### src/rtl/calc_pkg.sv
// Shared constants, operator encodings and sequencer state type for the calculator ALU.
package calc_pkg;

    localparam int WIDTH = 16;

    localparam logic [2:0] OP_ADD = 3'b001;
    localparam logic [2:0] OP_SUB = 3'b010;
    localparam logic [2:0] OP_MUL = 3'b100;

    typedef enum logic [2:0] {
        IDLE,
        LOAD,
        EXEC,
        MUL,
        FIN
    } alu_state_t;

endpackage

### src/rtl/calc_mul_core.sv
// Iterative unsigned shift-add multiplier: one partial product per step, magnitudes only.
module calc_mul_core #(
    parameter int WIDTH = 16
) (
    input  logic                 clk,
    input  logic                 rst,
    input  logic                 load,
    input  logic                 step,
    input  logic [WIDTH-1:0]     mag_a,
    input  logic [WIDTH-1:0]     mag_b,
    output logic [2*WIDTH-1:0]   product
);

    logic [2*WIDTH-1:0] mcand_q, mcand_d;
    logic [WIDTH-1:0]   mplier_q, mplier_d;
    logic [2*WIDTH-1:0] acc_q, acc_d;

    always_comb begin
        mcand_d  = mcand_q;
        mplier_d = mplier_q;
        acc_d    = acc_q;
        if (load) begin
            mcand_d  = {{WIDTH{1'b0}}, mag_a};
            mplier_d = mag_b;
            acc_d    = '0;
        end else if (step) begin
            if (mplier_q[0]) begin
                acc_d = acc_q + mcand_q;
            end
            mcand_d  = mcand_q << 1;
            mplier_d = mplier_q >> 1;
        end
    end

    always_ff @(posedge clk or posedge rst) begin
        if (rst) begin
            mcand_q  <= '0;
            mplier_q <= '0;
            acc_q    <= '0;
        end else begin
            mcand_q  <= mcand_d;
            mplier_q <= mplier_d;
            acc_q    <= acc_d;
        end
    end

    assign product = acc_q;

endmodule

### src/rtl/calc_alu_sequencer.sv
// Multi-cycle signed add/sub/mul engine with done pulse and overflow/error flags.
// Build option: define CALC_ALU_SAT_EN to saturate the result on overflow instead of wrapping.
//
// state | meaning
// IDLE  | waiting for start; last result/flags held
// LOAD  | decode latched op; load multiplier magnitudes for mul
// EXEC  | single-cycle add/sub, result registered
// MUL   | one shift-add per cycle; extra cycle at count==WIDTH resolves sign/overflow
// FIN   | done pulse, then back to IDLE
module calc_alu_sequencer
    import calc_pkg::*;
#(
    parameter int WIDTH  = calc_pkg::WIDTH,
    parameter int ITER_W = $clog2(WIDTH) + 1
) (
    input  logic             clk,
    input  logic             RST,
    input  logic             start,
    input  logic [2:0]       op,
    input  logic [WIDTH-1:0] operand_a,
    input  logic [WIDTH-1:0] operand_b,
    output logic             busy,
    output logic             done,
    output logic [WIDTH-1:0] result,
    output logic             overflow,
    output logic             err
);

    localparam logic [2*WIDTH-1:0] MAX_POS     = {{(WIDTH+1){1'b0}}, {(WIDTH-1){1'b1}}};
    localparam logic [2*WIDTH-1:0] MAX_NEG_MAG = MAX_POS + 1'b1;

    alu_state_t         state_q, state_d;
    logic [WIDTH-1:0]   a_q, a_d, b_q, b_d;
    logic [2:0]         op_q, op_d;
    logic               sign_q, sign_d;
    logic [ITER_W-1:0]  cnt_q, cnt_d;
    logic [WIDTH-1:0]   result_q, result_d;
    logic               overflow_q, overflow_d;
    logic               err_q, err_d;

    logic               mul_load, mul_step;
    logic [WIDTH-1:0]   mag_a, mag_b;
    logic [2*WIDTH-1:0] product, neg_product;
    logic [WIDTH:0]     sum_ext;
    logic               mul_ovf;

    // Wrap by default; with saturation, clamp toward the sign of the true result.
    function automatic logic [WIDTH-1:0] final_value(input logic [WIDTH-1:0] wrapped,
                                                     input logic ovf, input logic neg);
`ifdef CALC_ALU_SAT_EN
        if (ovf) begin
            return neg ? {1'b1, {(WIDTH-1){1'b0}}} : {1'b0, {(WIDTH-1){1'b1}}};
        end
        return wrapped;
`else
        return (ovf & neg & 1'b0) ? '0 : wrapped;
`endif
    endfunction

    assign mag_a = a_q[WIDTH-1] ? WIDTH'(-a_q) : a_q;
    assign mag_b = b_q[WIDTH-1] ? WIDTH'(-b_q) : b_q;

    calc_mul_core #(.WIDTH(WIDTH)) u_mul_core (
        .clk     (clk),
        .rst     (RST),
        .load    (mul_load),
        .step    (mul_step),
        .mag_a   (mag_a),
        .mag_b   (mag_b),
        .product (product)
    );

    assign neg_product = -product;
    assign mul_ovf     = sign_q ? (product > MAX_NEG_MAG) : (product > MAX_POS);
    assign sum_ext     = (op_q == OP_SUB) ? ({a_q[WIDTH-1], a_q} - {b_q[WIDTH-1], b_q})
                                          : ({a_q[WIDTH-1], a_q} + {b_q[WIDTH-1], b_q});

    always_comb begin
        state_d    = state_q;
        a_d        = a_q;
        b_d        = b_q;
        op_d       = op_q;
        sign_d     = sign_q;
        cnt_d      = cnt_q;
        result_d   = result_q;
        overflow_d = overflow_q;
        err_d      = err_q;
        mul_load   = 1'b0;
        mul_step   = 1'b0;

        case (state_q)
            IDLE: begin
                if (start) begin
                    a_d        = operand_a;
                    b_d        = operand_b;
                    op_d       = op;
                    result_d   = '0;
                    overflow_d = 1'b0;
                    err_d      = 1'b0;
                    state_d    = LOAD;
                end
            end
            LOAD: begin
                case (op_q)
                    OP_ADD, OP_SUB: state_d = EXEC;
                    OP_MUL: begin
                        mul_load = 1'b1;
                        sign_d   = a_q[WIDTH-1] ^ b_q[WIDTH-1];
                        cnt_d    = '0;
                        state_d  = MUL;
                    end
                    default: begin
                        err_d      = 1'b1;
                        result_d   = '0;
                        overflow_d = 1'b0;
                        state_d    = FIN;
                    end
                endcase
            end
            EXEC: begin
                // Signed overflow shows as disagreement between the extended sign and result MSB.
                overflow_d = sum_ext[WIDTH] ^ sum_ext[WIDTH-1];
                result_d   = final_value(sum_ext[WIDTH-1:0], overflow_d, sum_ext[WIDTH]);
                state_d    = FIN;
            end
            MUL: begin
                if (cnt_q == ITER_W'(WIDTH)) begin
                    overflow_d = mul_ovf;
                    result_d   = final_value(sign_q ? neg_product[WIDTH-1:0] : product[WIDTH-1:0],
                                             mul_ovf, sign_q);
                    state_d    = FIN;
                end else begin
                    mul_step = 1'b1;
                    cnt_d    = cnt_q + 1'b1;
                end
            end
            FIN:     state_d = IDLE;
            default: state_d = IDLE;
        endcase
    end

    always_ff @(posedge clk or posedge RST) begin
        if (RST) begin
            state_q    <= IDLE;
            a_q        <= '0;
            b_q        <= '0;
            op_q       <= '0;
            sign_q     <= 1'b0;
            cnt_q      <= '0;
            result_q   <= '0;
            overflow_q <= 1'b0;
            err_q      <= 1'b0;
        end else begin
            state_q    <= state_d;
            a_q        <= a_d;
            b_q        <= b_d;
            op_q       <= op_d;
            sign_q     <= sign_d;
            cnt_q      <= cnt_d;
            result_q   <= result_d;
            overflow_q <= overflow_d;
            err_q      <= err_d;
        end
    end

    assign busy     = (state_q != IDLE);
    assign done     = (state_q == FIN);
    assign result   = result_q;
    assign overflow = overflow_q;
    assign err      = err_q;

endmodule
### config.mk
export PLATFORM = sky130hd
export DESIGN_NAME = calc_alu_sequencer
export DESIGN_NICKNAME = d
export VERILOG_FILES = /design/src/rtl/calc_pkg.sv /design/src/rtl/calc_mul_core.sv /design/src/rtl/calc_alu_sequencer.sv
export SDC_FILE = /design/constraint.sdc
export NUM_CORES = 1
export LEC_CHECK = 0
export CAP_MARGIN = 20
export CORE_UTILIZATION = 60
export CTS_CLUSTER_DIAMETER = 60
export DETAILED_ROUTE_END_ITERATION = 10
export PLACE_DENSITY_LB_ADDON = 0.15
export SLEW_MARGIN = 20
export SYNTH_ARGS = -nofsm -noshare
export SYNTH_HDL_FRONTEND = slang
export SYNTH_SLANG_ARGS = --single-unit
export TNS_END_PERCENT = 100
### constraint.sdc
create_clock -name clk -period 6 [get_ports clk]
set_input_delay 0.9 -clock clk [delete_from_list [all_inputs] [get_ports clk]]
set_output_delay 0.9 -clock clk [all_outputs]
set_load 0.02 [all_outputs]
==> reports/metrics.cfg <==
[sta]
tns_ps=0
clock.fmax_mhz=252
rsz0062_at_grt=no
fin_worst_skew_ps=7.22
slew_viol_final=0
worst_slew_pin_slew_ps=952
timing.final.crit_period_ps=3960
hold_violations=0
finalSetupViolCount=0
relSlewSlack_pct=36.4
min_period_over_period_pct=66.0

[worst_setup_path]
crit_family=simple AND/OR/NAND/NOR gates
crit_slowest_cell=dfrtp_1
path_class=register to register
path_common_cell=nand2_1
end_kind=register
cp.arrival_ps=4270
required_ps=6310
cp_max_fo=6
cpPeakStageDelay_ps=430
setup.worst_path.start_class=register
worst-path-buf-inv=1
cp_cell_sequence=inv_1, ha_1, nand2_1, or3_1, or3_1, nand2_1, xor2_1, ha_1, a21oi_1, o21ai_0, nand3_1, nand2_1, a2111oi_2, o31ai_1, xnor2_2, xnor3_1, a21o_1

[route]
drt.antenna.violating_nets=0
wl_per_cell_um=18.7
dr.pass1.iters=5
drtIter0Drc=612
routed_wl_mm=22.2
routed_via_density=6.26
drcViolationCount=0
via_count=7442

[grt]
grt_pass1_vias=7305
grt_max_degree=96
grt_overflow_total=0
grt_first_pass_wirelength_mm=37.5
antenna_found_initial=0
grt.total_usage_pct=30.4

[finish]
synthToLayoutAreaGrowth_pct=12.8
nNetsFinal=1085
fillers=1176
antenna_cells=0
multiInputGateArea_mm2=0.00523
seqCellArea_mm2=0.00355
drive_above_1_share_pct=8.67
final_area_mm2=0.0102
layout_common_cells=142 x dfrtp_1, 79 x nand2_1, 78 x o21ai_0
layout_commonest_cell=dfrtp_1

[pwr]
finalPower_w=0.00603
ir_worst_vdd_v=0.000474
cellLeakagePower_nw=4.63
p_per_area_mw_per_mm2=588

[yosys]
avgSynthCellArea_um2=9.45
syn_area_mm2=0.00908
synth_warnings=0
yosysSeqAreaShare_pct=39.1
synth_edf_count=0
syn_nets=1054
synth-async-reset-ratio_pct=100
synth.largest_area_cell=dfrtp_1
synthCells=961
ys_seq_elements=142
yosysTopAreaCellShare_pct=39.1
yosys-top-cells-area=dfrtp_1 39%, ha_1 7.3%, xor2_1 5.3%
synthFlopType=dfrtp_1
ys_types=76

[die]
start_util_pct=62.0
num_rows=44
num_io_pins=58
core_mm2=0.0146
die_h_um=125
die_area_mm2=0.0156
die_w_um=125

[place]
post-dp-hpwl_mm=15.9
place_area_mm2=0.00971
port_buffers=57
place_congestion=0.957

[cts]
cts_resized=0
cts_hold_buf=0
clk_latency_ps=420
htreeDepth=4
clk_path_buf_depth=2
numCtsBuffers=17
cts_setup_buffers=0
path_clk_slew_ps=60
tritoncts=built
cts_num_sinks=142
clockRootBuffer=clkbuf_16

[run_status]
status=complete, no violations

[job]
drv_cap=0

[hold_path]
hp-class=register to register

## layout make-up
| type | instances | share of cell area (%) |
|---|---|---|
| multi-input combinational | 746 | 51.1 |
| sequential | 142 | 34.7 |
| tap | 184 | 2.25 |
| clock buffer | 23 | 4.47 |
| inverter | 22 | 0.855 |
| timing repair buffer | 63 | 6.01 |
| clock inverter | 8 | 0.660 |
## per-layer routing
metal  track usage (%)  up-vias  wire (µm)  share of wire [%]
met5                 0        -          0                  0
met3              7.49       34       1500                6.7
met2              48.2      224      10300                 46
met4              8.82        0        353                1.6
li1                  -     3582          -                  -
met1              41.3     3602      10100                 45
## stage by stage
step                utilization [%]  setup slack, ps  hold slack [ps]  instances
floorplan                         -             1290              449        961
finish                         70.0             2040              483       1188
CTS                            69.9             2030              480       1188
global placement               66.3             2150              468       1157
detailed placement             66.3             2050              472       1157
global route                   70.0             1690              525       1188
## registers in the layout (all words and copies together) (netlist names), 3 cells and up
register             cells
b_q                     16
cnt_q                    5
u_mul_core.product      32
op_q                     3
a_q                     16
state_q                  3
result                  16
u_mul_core.mcand_q      32
u_mul_core.mplier_q     16
## cells by family (layout without fill, tap and decap cells)
group	Yosys count	after routing	share of synthesized area, %
buf+inv	73	116	3.59
mux	34	34	4.17
simple gates	266	266	14.3
fa+ha+maj	55	55	7.74
flops	142	142	39.1
compound gates	295	295	21.6
xor+xnor	96	96	9.49
## final timing paths
path	start	endpoint	slack [ps]	cells after the start
worst max-delay path	b_q[0]	overflow	2040	17
worst min-delay path	u_mul_core.product[31]	u_mul_core.product[31]	480	1
worst max register to register	b_q[0]	overflow	2040	17
worst min register to register	u_mul_core.product[31]	u_mul_core.product[31]	480	1
max in group asynchronous	RST	u_mul_core.mplier_q[10]	3750	3
min in group asynchronous	RST	u_mul_core.product[5]	1000	2
## where the power goes
part	internal (W)	leakage, nW	total, W	switching (W)
registers	0.00130	1.81	0.00179	0.000490
clock network	0.000573	0.260	0.000954	0.000381
logic	0.00148	2.56	0.00328	0.00181
total	0.00335	4.63	0.00603	0.00268
## synth_stat cells, types with 10 or more instances
| cell type | n |
|---|---|
| o22ai_1 | 14 |
| clkbuf_1 | 36 |
| xor2_1 | 55 |
| a21o_1 | 17 |
| o31ai_1 | 18 |
| dfrtp_1 | 142 |
| xnor2_1 | 39 |
| nand3_1 | 35 |
| nand2_1 | 79 |
| a31oi_1 | 10 |
| a21oi_1 | 55 |
| o21ai_0 | 78 |
| nor2_1 | 56 |
| or3_1 | 11 |
| ha_1 | 53 |
| inv_1 | 22 |
| mux2_2 | 31 |
| nand2b_1 | 15 |
| a22oi_1 | 19 |
| a22o_1 | 17 |
| nor3_1 | 13 |
Power figures use the tool's default switching activity.
